==> config.mk <==
export PLATFORM = sky130hd
export DESIGN_NAME = pmem_arbiter
export DESIGN_NICKNAME = d
export VERILOG_FILES = /design/src/rtl/pmem_arb_pkg.sv /design/src/rtl/pmem_arb_perf_cnt.sv /design/src/rtl/pmem_arbiter.sv
export SDC_FILE = /design/constraint.sdc
export NUM_CORES = 1
export LEC_CHECK = 0
export CORE_AREA = 5 5 536 538
export DETAILED_ROUTE_END_ITERATION = 16
export DIE_AREA = 0 0 541 543
export PLACE_DENSITY = 0.34
export SYNTH_ARGS = -nofsm -noshare
export SYNTH_HDL_FRONTEND = slang
export SYNTH_SLANG_ARGS = --single-unit
==> constraint.sdc <==
create_clock -name clk -period 15.6 [get_ports clk]
set_input_delay 1.56 -clock clk [delete_from_list [all_inputs] [get_ports clk]]
set_output_delay 1.56 -clock clk [all_outputs]
set_load 0.005 [all_outputs]
==> src/rtl/pmem_arb_pkg.sv <==
// Shared types for the physical-memory arbiter: FSM state, grant id and the
// saturating increment used by the optional performance counters
// (PMEM_ARB_PERF_EN).
package pmem_arb_pkg;

  typedef enum logic [1:0] {
    IDLE    = 2'd0,
    SERVE_I = 2'd1,
    SERVE_D = 2'd2
  } arb_state_e;

  typedef enum logic {
    GRANT_I = 1'b0,
    GRANT_D = 1'b1
  } grant_e;

  localparam int PERF_CNT_WIDTH = 32;

  // Add one when en is set, but stick at all-ones instead of wrapping.
  function automatic logic [PERF_CNT_WIDTH-1:0] sat_inc(
    input logic [PERF_CNT_WIDTH-1:0] value,
    input logic                      en
  );
    logic [PERF_CNT_WIDTH-1:0] result;
    if (en && (value != {PERF_CNT_WIDTH{1'b1}})) begin
      result = value + {{(PERF_CNT_WIDTH-1){1'b0}}, 1'b1};
    end else begin
      result = value;
    end
    return result;
  endfunction

endpackage

==> src/rtl/pmem_arb_perf_cnt.sv <==
// Grant / conflict event counters for pmem_arbiter. Only compiled when
// PMEM_ARB_PERF_EN is defined; all counters saturate at all-ones.
`ifdef PMEM_ARB_PERF_EN
module pmem_arb_perf_cnt
  import pmem_arb_pkg::*;
(
  input  logic                      clk,
  input  logic                      rst,
  input  logic                      grant_i_evt,
  input  logic                      grant_d_evt,
  input  logic                      conflict_evt,
  output logic [PERF_CNT_WIDTH-1:0] perf_i_grants,
  output logic [PERF_CNT_WIDTH-1:0] perf_d_grants,
  output logic [PERF_CNT_WIDTH-1:0] perf_conflicts
);

  // Count each event once per cycle it is seen, saturating.
  always_ff @(posedge clk or posedge rst) begin
    if (rst) begin
      perf_i_grants  <= {PERF_CNT_WIDTH{1'b0}};
      perf_d_grants  <= {PERF_CNT_WIDTH{1'b0}};
      perf_conflicts <= {PERF_CNT_WIDTH{1'b0}};
    end else begin
      perf_i_grants  <= sat_inc(perf_i_grants, grant_i_evt);
      perf_d_grants  <= sat_inc(perf_d_grants, grant_d_evt);
      perf_conflicts <= sat_inc(perf_conflicts, conflict_evt);
    end
  end

endmodule
`endif

==> src/rtl/pmem_arbiter.sv <==
// Two-port (icache / dcache) arbiter in front of a single cacheline memory.
// Round-robin on conflicts, one transaction in flight, registered memory
// strobes, combinational response routing. Define PMEM_ARB_PERF_EN to add
// grant/conflict performance counter outputs.
module pmem_arbiter
  import pmem_arb_pkg::*;
#(
  parameter int ADDR_WIDTH          = 32,
  parameter int CACHELINE_BIT_WIDTH = 256
) (
  input  logic                           clk,
  input  logic                           rst,
  // icache side
  input  logic                           i_pmem_read,
  input  logic [ADDR_WIDTH-1:0]          i_pmem_address,
  output logic [CACHELINE_BIT_WIDTH-1:0] i_pmem_rdata,
  output logic                           i_pmem_resp,
  // dcache side
  input  logic                           d_pmem_read,
  input  logic                           d_pmem_write,
  input  logic [ADDR_WIDTH-1:0]          d_pmem_address,
  input  logic [CACHELINE_BIT_WIDTH-1:0] d_pmem_wdata,
  output logic [CACHELINE_BIT_WIDTH-1:0] d_pmem_rdata,
  output logic                           d_pmem_resp,
  // memory side
  output logic                           mem_read,
  output logic                           mem_write,
  output logic [ADDR_WIDTH-1:0]          mem_address,
  output logic [CACHELINE_BIT_WIDTH-1:0] mem_wdata,
  input  logic [CACHELINE_BIT_WIDTH-1:0] mem_rdata,
  input  logic                           mem_resp
`ifdef PMEM_ARB_PERF_EN
  ,
  output logic [PERF_CNT_WIDTH-1:0]      perf_i_grants,
  output logic [PERF_CNT_WIDTH-1:0]      perf_d_grants,
  output logic [PERF_CNT_WIDTH-1:0]      perf_conflicts
`endif
);

  arb_state_e state_r;
  grant_e     last_grant_r;

  logic i_req_s;
  logic d_req_s;
  logic grant_i_s;
  logic grant_d_s;

  // Decide which requester (if any) wins this IDLE cycle.
  always_comb begin
    i_req_s   = i_pmem_read;
    d_req_s   = d_pmem_read | d_pmem_write;
    grant_i_s = 1'b0;
    grant_d_s = 1'b0;
    if (state_r == IDLE) begin
      if (i_req_s && d_req_s) begin
        if (last_grant_r == GRANT_D) begin
          grant_i_s = 1'b1;
        end else begin
          grant_d_s = 1'b1;
        end
      end else if (i_req_s) begin
        grant_i_s = 1'b1;
      end else if (d_req_s) begin
        grant_d_s = 1'b1;
      end else begin
        grant_i_s = 1'b0;
        grant_d_s = 1'b0;
      end
    end else begin
      grant_i_s = 1'b0;
      grant_d_s = 1'b0;
    end
  end

  // Route the memory response to the owner of the current transaction only.
  always_comb begin
    i_pmem_resp = 1'b0;
    d_pmem_resp = 1'b0;
    if (state_r == SERVE_I) begin
      i_pmem_resp = mem_resp;
    end else if (state_r == SERVE_D) begin
      d_pmem_resp = mem_resp;
    end else begin
      i_pmem_resp = 1'b0;
      d_pmem_resp = 1'b0;
    end
  end

  // Read data is shared by both caches; only resp qualifies it.
  assign i_pmem_rdata = mem_rdata;
  assign d_pmem_rdata = mem_rdata;

  // Arbitration FSM; memory strobes are latched at grant and held to mem_resp.
  always_ff @(posedge clk or posedge rst) begin
    if (rst) begin
      state_r      <= IDLE;
      last_grant_r <= GRANT_D;
      mem_read     <= 1'b0;
      mem_write    <= 1'b0;
      mem_address  <= {ADDR_WIDTH{1'b0}};
      mem_wdata    <= {CACHELINE_BIT_WIDTH{1'b0}};
    end else begin
      case (state_r)
        IDLE: begin
          if (grant_i_s) begin
            state_r     <= SERVE_I;
            mem_read    <= 1'b1;
            mem_write   <= 1'b0;
            mem_address <= i_pmem_address;
          end else if (grant_d_s) begin
            // A simultaneous read+write from the dcache is a write.
            state_r     <= SERVE_D;
            mem_read    <= ~d_pmem_write;
            mem_write   <= d_pmem_write;
            mem_address <= d_pmem_address;
            mem_wdata   <= d_pmem_wdata;
          end else begin
            state_r   <= IDLE;
            mem_read  <= 1'b0;
            mem_write <= 1'b0;
          end
        end
        SERVE_I: begin
          if (mem_resp) begin
            state_r      <= IDLE;
            mem_read     <= 1'b0;
            mem_write    <= 1'b0;
            last_grant_r <= GRANT_I;
          end else begin
            state_r <= SERVE_I;
          end
        end
        SERVE_D: begin
          if (mem_resp) begin
            state_r      <= IDLE;
            mem_read     <= 1'b0;
            mem_write    <= 1'b0;
            last_grant_r <= GRANT_D;
          end else begin
            state_r <= SERVE_D;
          end
        end
        default: begin
          state_r   <= IDLE;
          mem_read  <= 1'b0;
          mem_write <= 1'b0;
        end
      endcase
    end
  end

`ifdef PMEM_ARB_PERF_EN
  logic conflict_s;

  // A conflict is any IDLE cycle where both caches are asking.
  always_comb begin
    conflict_s = 1'b0;
    if (state_r == IDLE) begin
      conflict_s = i_req_s & d_req_s;
    end else begin
      conflict_s = 1'b0;
    end
  end

  pmem_arb_perf_cnt u_perf_cnt (
    .clk            (clk),
    .rst            (rst),
    .grant_i_evt    (grant_i_s),
    .grant_d_evt    (grant_d_s),
    .conflict_evt   (conflict_s),
    .perf_i_grants  (perf_i_grants),
    .perf_d_grants  (perf_d_grants),
    .perf_conflicts (perf_conflicts)
  );
`endif

endmodule

==> results.rst, run 1 <==
.. list-table::
   :header-rows: 1

   * - Metric
     - Value
   * - Run status
     - complete, no violations
   * - Most common cell after layout, fill and taps aside
     - clkdlybuf4s50_1
   * - Finish-stage setup viols
     - 0
   * - Final max-slew violation count
     - 0
   * - DRT iter0 DRCs
     - ~340
   * - GR Overflow Total
     - 0
   * - Average instance area after synthesis
     - 12.0 µm²
   * - Largest net degree at the start of global routing
     - 100
   * - CTS tree
     - done
   * - Ratio of cells with drive above 1 in the final layout
     - 23.9%
   * - Final weighted congestion of routability-driven global placement
     - approximately 0.74
   * - Number of rows created at floorplan
     - 195
   * - Cell-internal power
     - 2.85 mW
   * - Slew at the pin closest to its max-slew limit
     - 1.09 ns
   * - Post-DR vias/cell
     - ~2
   * - Leakage dissipation
     - 7.87 nW
   * - Quantity of I/O buffers inserted on ports
     - between 600 and 700
   * - Area of the die
     - 294000 µm²
   * - Critical Path Most Common Cell
     - clkdlybuf4s50_1
   * - Clock Skews
     - 0.0427 ns
   * - Number of hold buffers added after CTS
     - 0
   * - Critical setup path kind
     - primary input to output port
   * - Netlist cell types
     - 24
   * - Number of top-level pins
     - about 1400
   * - Largest vdd supply drop
     - 0.0744 mV
   * - Number of nets still failing antenna checks after routing
     - 0
   * - Global-route wire length before repair
     - 162000 µm
   * - Wirelength per Cell
     - 26.5 µm
   * - Startpoint types
     - primary input
   * - Fraction of power spent switching nets
     - 39.5%
   * - Max Clk Rate
     - 0.220 GHz
   * - Depth of the most critical reg-to-reg path
     - 6
   * - Net load switching power
     - 1.86 mW
   * - MaxCap Viol Count
     - 0
   * - Non-Filler Cell Area, Final
     - 23400 µm²
   * - Worst hold start
     - mem_wdata[58]
   * - Critical Path, Cell by Cell
     - clkdlybuf4s50_1, and2_1, clkdlybuf4s50_1
   * - Die width
     - roughly 540 µm
   * - Sequential share of power
     - 30.2%
   * - Fin worst setup slack
     - approximately 11 ns
   * - Final critical-path share of the clock period
     - 29.2%
   * - H-tree level count
     - 2
   * - Cell chosen for the clock root
     - clkbuf_16
   * - Shortest clock period the worst path allows after layout
     - 4.55 ns
   * - DRC viols
     - 0
   * - Number of antenna violations at the first check in global routing
     - 84
   * - Total track usage
     - under 10%
   * - Synthesized instance count
     - 1268
   * - Area of the core
     - between 200000 and 300000 µm²
   * - Arrival time at the worst endpoint
     - ~3 ns
   * - Final Net Count
     - 1963
   * - Worst hold-check path type
     - flip-flop to flip-flop
   * - Final hold vios
     - 0
   * - Min-Delay Path Depth
     - 1
   * - Area growth from synthesis to final layout
     - 53.4%
   * - Detailed-route wire length
     - 137000 µm
   * - Net count after synthesis
     - 1854
   * - Launch instance of the worst register-to-register path
     - state_r[0]
   * - Max Fanout on Critical Path
     - 5
   * - Register area share after synthesis
     - between 40% and 50%
   * - Die height
     - 543 µm
   * - Final setup TNS
     - 0 ns
   * - Normalized max-slew margin
     - 27.4%
   * - Number of buffers on the longest clock path
     - 3
   * - Slowest CP cell
     - clkdlybuf4s50_1
   * - Vias in the first global route
     - 11000
   * - Number of buffers inserted to repair setup after CTS
     - 0
   * - Synth Warn #
     - 0
   * - Cell area after placement
     - 22000 µm²
   * - Clock sink count
     - 293
   * - Placed wire-length estimate
     - 121000 µm
   * - Vias post-DR
     - 10300
   * - Mapped Area
     - 15300 µm²
   * - Worst-case setup slack after placement
     - approximately 10 ns
   * - Clk pin slew, worst setup/hold paths
     - 0.06 ns
   * - Utilization after layout
     - roughly 8.3%
   * - Register-to-register setup slack
     - between 10 and 15 ns
   * - Longest individual stage delay on the worst path
     - just under 0.7 ns
   * - Number of gates resized after cts
     - 0
   * - Number of synthesized register bits
     - 293
   * - Cell area power density
     - 201 nW/µm²
   * - Capture instance of the worst register-to-register path
     - mem_wdata[139]
   * - Inserted Clock Buffers
     - 41
   * - Length of the first detailed-routing pass in iterations
     - 4
   * - Unrepaired setup endpoints after global routing
     - false
   * - Most frequent cells in the layout
     - 617 x clkdlybuf4s50_1, 292 x dfrtp_1, 256 x mux2_2
   * - Clock share of power
     - 20.8%
   * - Initial cell density of the core
     - 5.43%
   * - CP endpoint kind
     - output port
   * - Relative contribution of combinational cells to total power
     - 49.0%
   * - Clock latency on the worst-skew pair
     - slightly above 0.6 ns
   * - Destination of the worst hold path
     - mem_wdata[58]
   * - Required time reported for the critical path endpoint
     - approximately 14 ns
-- registers in the layout (all words and copies together) (netlist names) --
signal        cells
mem_address      32
mem_read          1
state_r           2
mem_write         1
mem_wdata       256
last_grant_r      1
-- kinds of logic (layout without fill, tap and decap cells) --
kind of cell,after synthesis,after routing,synth area share [%]
buffers and inverters,565,703,27.7
DFF,293,293,48.0
muxes,256,256,18.9
and+or+nand+nor,77,77,2.27
AOI/OAI and AO/OA,73,73,2.79
adders and majority gates,4,4,0.328
other,0,14,0
-- synthesized netlist by cell type (all sizes together) --
library cell	instances	area, µm²
clkbuf	9	33.8
inv	5	18.8
mux2	256	2880
nand3	32	160
o21bai	1	7.51
nand2b	3	18.8
nor2	34	128
nand4b	1	8.76
dfrtp	292	7310
dfstp	1	26.3
o22ai	1	6.26
and2	2	12.5
o21ai	33	165
nand2	5	18.8
ha	4	50.1
a21oi	2	10.0
o31a	1	8.76
a31oi	33	206
o21ba	1	10.0
o211ai	1	12.5
buf	551	4190
-- worst max-delay path: cells and delay by family --
| kind | cells | cell delay, ns |
|---|---|---|
| buffers and inverters | 2 | 1.21 |
| AND/OR/NAND/NOR | 1 | 0.21 |
-- per-layer routing --
layer	up-vias	routed length [µm]	GRT usage (%)
met5	-	215	0.477
met4	6	6250	3.38
met3	391	28900	8.55
met2	1114	56300	13.0
met1	4845	45200	8.50
li1	3964	-	-
-- layout make-up --
cell class / instances / area [µm²]
clock buffers: 58 / 1200
well taps: 3743 / 4680
multi-input cells: 410 / 3730
clock inverters: 14 / 166
fillers: 32600 / 258000
diodes: 14 / 35.0
repair buffers: 626 / 6260
inverters: 5 / 26.3
flip-flops and latches: 293 / 7330
-- metrics by stage --
step | cells | hold slack [ns] | power [mW]
after floorplan | 1268 | 0.470 | 2.19
after global placement | 5077 | 0.487 | 3.88
after detailed placement | 5077 | 0.492 | 3.88
after CTS | 5149 | 0.506 | 4.93
after global routing | 5151 | 0.509 | 5.09
final | 5163 | 0.504 | 4.72
-- worst max path at each step --
stage,from,to,depth (start not counted)
finish,mem_resp,i_pmem_resp,3
floorplan,rst,mem_address[0],1
global placement,d_pmem_read,mem_wdata[174],5
CTS,mem_resp,i_pmem_resp,3
detailed placement,d_pmem_read,mem_wdata[194],5
global route,rst,mem_wdata[174],5
-- power by group through the flow --
stage          registers [mW]  logic [mW]  clock network (mW)
2_1_floorplan            1.38       0.809                   0
3_3_place_gp             1.44        2.43                   0
3_5_place_dp             1.45        2.43                   0
4_1_cts                  1.44        2.44                1.05
5_1_grt                  1.48        2.55                1.06
6_report                 1.42        2.31               0.980
Note: power is estimated with default switching activity, not from simulation.
==> run 2: changes to the inputs <==
- CORE_AREA: 5 5 536 538 -> 5 5 537 539
- DIE_AREA: 0 0 541 543 -> 0 0 542 544
- clock period: 15.6 -> 4.4 ns (I/O delays scaled with it)
==> results.rst, run 2 (synthesized netlist as in run 1, its figures left out) <==
.. list-table::
   :header-rows: 1

   * - Metric
     - Value
   * - Run status
     - complete, no violations
   * - Length of the first detailed-routing pass in iterations
     - 4
   * - Clock Skews
     - 0.0171 ns
   * - Clk pin slew, worst setup/hold paths
     - 0.06 ns
   * - Area of the die
     - roughly 300000 µm²
   * - Number of buffers inserted to repair setup after CTS
     - 0
   * - Top register by number of flip-flops
     - mem_wdata
   * - Global-route wire length before repair
     - 157000 µm
   * - Met2 usage in global routing
     - 12.3%
   * - Total track usage
     - 8.62%
   * - Area growth from synthesis to final layout
     - 55.9%
   * - Capture instance of the worst register-to-register path
     - mem_address[15]
   * - Die width
     - between 500 and 600 µm
   * - Flip-flop count of the largest register after layout
     - 256
   * - Ratio of cells with drive above 1 in the final layout
     - 24.6%
   * - Depth of the most critical reg-to-reg path
     - 5
   * - Detailed-route wire length
     - 134000 µm
   * - Vias in the first global route
     - 10700
   * - Net load switching power
     - 6.72 mW
   * - Number of top-level pins
     - about 1400
   * - H-tree level count
     - 2
   * - Final max-slew violation count
     - 0
   * - Final Net Count
     - 1972
   * - Register Area
     - 7330 µm²
   * - Grt met3 use
     - 7.95%
   * - MaxCap Viol Count
     - 0
   * - Fillers
     - 32800
   * - Wirelength per Cell
     - 25.7 µm
   * - Number of buffers on the longest clock path
     - 3
   * - Area taken by multi-input logic gates
     - 3720 µm²
   * - Routing layer with the top usage in global route
     - met2
   * - Finish-stage setup viols
     - 0
   * - Normalized max-slew margin
     - 17.2%
   * - Clock latency on the worst-skew pair
     - 0.63 ns
   * - Arrival time at the worst endpoint
     - 2.29 ns
   * - Number of gates resized after cts
     - 0
   * - Critical setup path kind
     - flip-flop to output port
   * - Met1 GRT Util
     - between 8 and 9%
   * - Placed wire-length estimate
     - 119000 µm
   * - Leakage dissipation
     - 8.04 nW
   * - CTS tree
     - done
   * - Die height
     - 544 µm
   * - CP endpoint kind
     - output port
   * - Area of the core
     - ~280000 µm²
   * - Vias post-DR
     - 10300
   * - Fraction of power spent switching nets
     - roughly two fifths
   * - Required time reported for the critical path endpoint
     - 3.96 ns
   * - Shortest clock period the worst path allows after layout
     - 2.73 ns
   * - Quantity of I/O buffers inserted on ports
     - around 620
   * - Unrepaired setup endpoints after global routing
     - false
   * - Number of nets still failing antenna checks after routing
     - 0
   * - Launch instance of the worst register-to-register path
     - state_r[1]
   * - Clock sink count
     - 293
   * - DRT iter0 DRCs
     - approximately 390
   * - Sequential share of power
     - 28.2%
   * - Clock share of power
     - a little under a quarter
   * - Relative contribution of combinational cells to total power
     - 48.8%
   * - Startpoint types
     - flip-flop
   * - Slew at the pin closest to its max-slew limit
     - 1.24 ns
   * - Final setup TNS
     - 0 ns
   * - Number of antenna violations at the first check in global routing
     - a little over 100
   * - Total power draw
     - 17.4 mW
   * - Largest net degree at the start of global routing
     - 104
   * - Final weighted congestion of routability-driven global placement
     - around 0.72
   * - Most frequent cells in the layout
     - 617 x clkdlybuf4s50_1, 292 x dfrtp_1, 256 x mux2_2
   * - Inserted Clock Buffers
     - 44
   * - Worst hold-check path type
     - primary input to async pin
   * - Post-DR vias/cell
     - 1.97
   * - Final hold vios
     - 0
   * - Number of hold buffers added after CTS
     - 0
   * - Final critical-path share of the clock period
     - between 60% and 70%
   * - Most common cell after layout, fill and taps aside
     - clkdlybuf4s50_1
   * - Cell-internal power
     - approximately 11 mW
   * - DRC viols
     - 0
   * - GR Overflow Total
     - 0
   * - Max Fanout on Critical Path
     - 3
   * - Max Clk Rate
     - 0.366 GHz
   * - Number of rows created at floorplan
     - 196
   * - Register-to-register setup slack
     - 1.91 ns
   * - Initial cell density of the core
     - under 10%
   * - Largest vdd supply drop
     - 0.237 mV
   * - Registers with the most flip-flops
     - mem_wdata x256, mem_address x32, state_r x2
   * - Hold Slack
     - between 0.15 and 0.2 ns
   * - Cell chosen for the clock root
     - clkbuf_16
   * - Cell area power density
     - 729 nW/µm²
## run 2: cell types whose count changed in the layout (fill, tap and decap cells not counted), sizes merged
| cell | previous run | this run |
|---|---|---|
| buf | 9 | 15 |
| bufinv | 2 | 9 |
| clkbuf | 58 | 59 |
| clkinvlp | 3 | 1 |
| diode | 14 | 30 |
| inv | 6 | 8 |
## run 2: power by group through the flow
| stage | clock network (mW) | logic, mW | registers (mW) |
|---|---|---|---|
| 6_report | 4.00 | 8.48 | 4.90 |
| 4_1_cts | 4.25 | 8.88 | 4.93 |
| 3_5_place_dp | 0 | 8.85 | 4.97 |
| 5_1_grt | 4.31 | 9.33 | 5.10 |
| 3_3_place_gp | 0 | 8.87 | 4.93 |
| 2_1_floorplan | 0 | 2.87 | 4.90 |
## run 2: per-layer routing
metal	vias up	part of all wire (%)
met5	-	0.14
met4	6	4.6
met3	400	21
met2	1081	40
met1	4798	35
li1	3995	-
## run 2: final cells by class
class / instances / area share (%)
clock inverters: 21 / 1.53
diodes: 30 / 0.315
inverters: 5 / 0.0945
multi-input cells: 410 / 15.6
repair buffers: 632 / 26.8
clock buffers: 59 / 5.15
well taps: 3762 / 19.8
flip-flops and latches: 293 / 30.8
## run 2: stage by stage
step                utilization (%)  cell area [µm²]  setup WS [ns]  std cells
detailed placement             7.82            22200           1.67       5102
global route                   8.38            23800           1.49       5184
floorplan                         -            15300         0.0717       1268
global placement               7.82            22200           1.69       5102
finish                         8.40            23800           1.67       5212
CTS                            8.38            23800           1.49       5182
## run 2: worst max-delay path by stage
stage	from	to	slack (ns)
after floorplan	rst	mem_address[0]	0.07
after global placement	d_pmem_read	mem_wdata[109]	1.69
after detailed placement	d_pmem_write	mem_wdata[115]	1.67
after CTS	state_r[1]	i_pmem_resp	1.49
after global routing	state_r[1]	i_pmem_resp	1.49
final	state_r[1]	i_pmem_resp	1.67
## run 2: worst max-delay path: stages, from the launching register on
cell and delay [ns]:
dfrtp_1 0.40, inv_1 0.09, ha_1 0.19, and2_1 0.17, clkdlybuf4s50_1 0.79
==> run 3: changes to the inputs <==
- CORE_AREA: 5 5 537 539 -> 5 5 532 534
- DIE_AREA: 0 0 542 544 -> 0 0 537 539
- clock period: 4.4 -> 2.3 ns (I/O delays scaled with it)
==> results.rst, run 3 (synthesized netlist as in run 1, its figures left out) <==
.. list-table::
   :header-rows: 1

   * - Metric
     - Value
   * - Cell area power density
     - 1360 nW/µm²
   * - Clock latency on the worst-skew pair
     - 0.62 ns
   * - Clock Skews
     - 0.0200 ns
   * - Run status
     - complete, no violations
   * - CTS tree
     - done
   * - Ratio of cells with drive above 1 in the final layout
     - 25.8%
   * - Capture instance of the worst register-to-register path
     - mem_address[31]
   * - H-tree level count
     - 2
   * - Final setup TNS
     - 0 ns
   * - Critical setup path kind
     - flip-flop to output port
   * - Wirelength per Cell
     - 26.4 µm
   * - GR Overflow Total
     - 0
   * - Required time reported for the critical path endpoint
     - slightly above 2 ns
   * - Total track usage
     - roughly 9%
   * - Leakage dissipation
     - around 8.1 nW
   * - Area of the core
     - ~280000 µm²
   * - Launch instance of the worst register-to-register path
     - state_r[0]
   * - Most frequent cells in the layout
     - 608 x clkdlybuf4s50_1, 292 x dfrtp_1, 256 x mux2_2
   * - Number of antenna violations at the first check in global routing
     - between 100 and 150
   * - Number of rows created at floorplan
     - 194
   * - Registers with the most flip-flops
     - mem_wdata x256, mem_address x32, state_r x2
   * - Clk pin slew, worst setup/hold paths
     - 0.06 ns
   * - Post-DR vias/cell
     - around 2.0
   * - Finish-stage setup viols
     - 0
   * - Critical Path, Cell by Cell
     - clkdlybuf4s50_1
   * - DRT iter0 DRCs
     - 327
   * - Logic depth of the worst path, buffers included
     - 1
   * - Final max-slew violation count
     - 0
   * - Die width
     - 537 µm
   * - Quantity of I/O buffers inserted on ports
     - 617
   * - Cell chosen for the clock root
     - clkbuf_16
   * - Register-to-register setup slack
     - 0.32 ns
   * - Area of the die
     - between 200000 and 300000 µm²
   * - Global-route wire length before repair
     - 162000 µm
   * - Inserted Clock Buffers
     - 39
   * - Largest net degree at the start of global routing
     - 88
   * - Arrival time at the worst endpoint
     - 1.92 ns
   * - CP endpoint kind
     - output port
   * - Destination of the worst hold path
     - mem_address[1]
   * - Max Clk Rate
     - about 0.46 GHz
   * - Vias in the first global route
     - ~11000
   * - Final critical-path share of the clock period
     - 93.5%
   * - Number of buffers and inverters on the critical path
     - 1
   * - Worst hold-check path type
     - primary input to flip-flop
   * - Slew at the pin closest to its max-slew limit
     - slightly above 0.7 ns
   * - DRC viols
     - 0
   * - Number of buffers on the longest clock path
     - 3
   * - Largest vdd supply drop
     - 0.428 mV
   * - Area growth from synthesis to final layout
     - 55.1%
   * - Top register by number of flip-flops
     - mem_wdata
   * - MaxCap Viol Count
     - 0
   * - Clock sink count
     - 293
   * - Worst hold start
     - d_pmem_address[1]
   * - Max Fanout on Critical Path
     - 2
   * - Worst path top cell family by delay
     - buffers and inverters
   * - Final Net Count
     - 1994
   * - Longest individual stage delay on the worst path
     - between 0.9 and 1 ns
   * - Placed wire-length estimate
     - 123000 µm
   * - Detailed-route wire length
     - 137000 µm
   * - Hold Slack
     - approximately 0.18 ns
   * - Slowest CP cell
     - clkdlybuf4s50_1
   * - Most common cell after layout, fill and taps aside
     - clkdlybuf4s50_1
   * - Flip-flop count of the largest register after layout
     - about 260
   * - Die height
     - about 540 µm
   * - Initial cell density of the core
     - 5.50%
   * - Shortest clock period the worst path allows after layout
     - 2.15 ns
   * - Normalized max-slew margin
     - 52.0%
   * - Vias post-DR
     - 10500
   * - Depth of the most critical reg-to-reg path
     - 6
   * - Min-Delay Path Depth
     - 3
   * - Number of top-level pins
     - ~1400
   * - Length of the first detailed-routing pass in iterations
     - 4
   * - Final weighted congestion of routability-driven global placement
     - ~0.76
   * - Unrepaired setup endpoints after global routing
     - false
   * - Final hold vios
     - 0
   * - Startpoint types
     - flip-flop
   * - Number of nets still failing antenna checks after routing
     - 0
==> run 3: how the worst max path moves through the flow <==
| stage | startpoint | to | slack, ns |
|---|---|---|---|
| 2_1_floorplan | rst | mem_address[0] | -1.82 |
| 3_3_place_gp | d_pmem_write | mem_address[31] | -0.08 |
| 3_5_place_dp | d_pmem_write | mem_address[31] | -0.07 |
| 4_1_cts | mem_address[27] | mem_address[27] | 0.05 |
| 5_1_grt | mem_address[21] | mem_address[21] | 0.05 |
| 6_report | mem_address[3] | mem_address[3] | 0.15 |
==> run 3: final cells by class <==
cell class / instances / area, µm²
tap: 3724 / 4660
fill: 32100 / 254000
antenna: 18 / 45.0
multi-input combinational: 410 / 3720
clock buffer: 58 / 1150
clock inverter: 12 / 129
sequential: 293 / 7330
inverter: 5 / 22.5
timing repair buffer: 659 / 6640
==> run 3: per-stage QoR <==
step	instances	instance area, µm²	setup slack (ns)	utilization [%]	total power [mW]
final	5179	23700	0.149	8.52	32.2
after global routing	5164	23700	0.0504	8.51	34.8
after detailed placement	5090	22400	-0.0730	8.05	26.8
after global placement	5090	22400	-0.0770	8.05	26.8
after floorplan	1268	15300	-1.82	-	14.9
after CTS	5161	23600	0.0463	8.51	33.5
==> run 3: tightest hold or removal path: cells and delay by family <==
family | cells | cell delay [ns]
buffers and inverters | 1 | 0.39
AO/OA/AOI/OAI | 2 | 0.14
==> run 3: what timing repair did <==
action,4_1_cts,5_1_grt
hold buffers,1,0
endpoints found under the setup margin,1,0
gates resized for setup,1,0
buffers inserted,0,0
hold endpoints to repair,1,0
==> run 3: report_power, final <==
group | internal, mW | leakage, nW | switching (mW)
clock | 3.68 | 0.634 | 2.64
combinational | 7.99 | 4.01 | 8.46
sequential | 7.85 | 3.42 | 1.62
total | 19.5 | 8.06 | 12.7
==> run 3: metal layers <==
layer | up-vias | GRT usage, % | wire [µm]
met5 | - | 0.483 | 171
met3 | 420 | 8.12 | 28000
met2 | 1057 | 13.0 | 55000
met1 | 4938 | 9.26 | 47900
li1 | 4037 | - | -
met4 | 6 | 3.04 | 5610
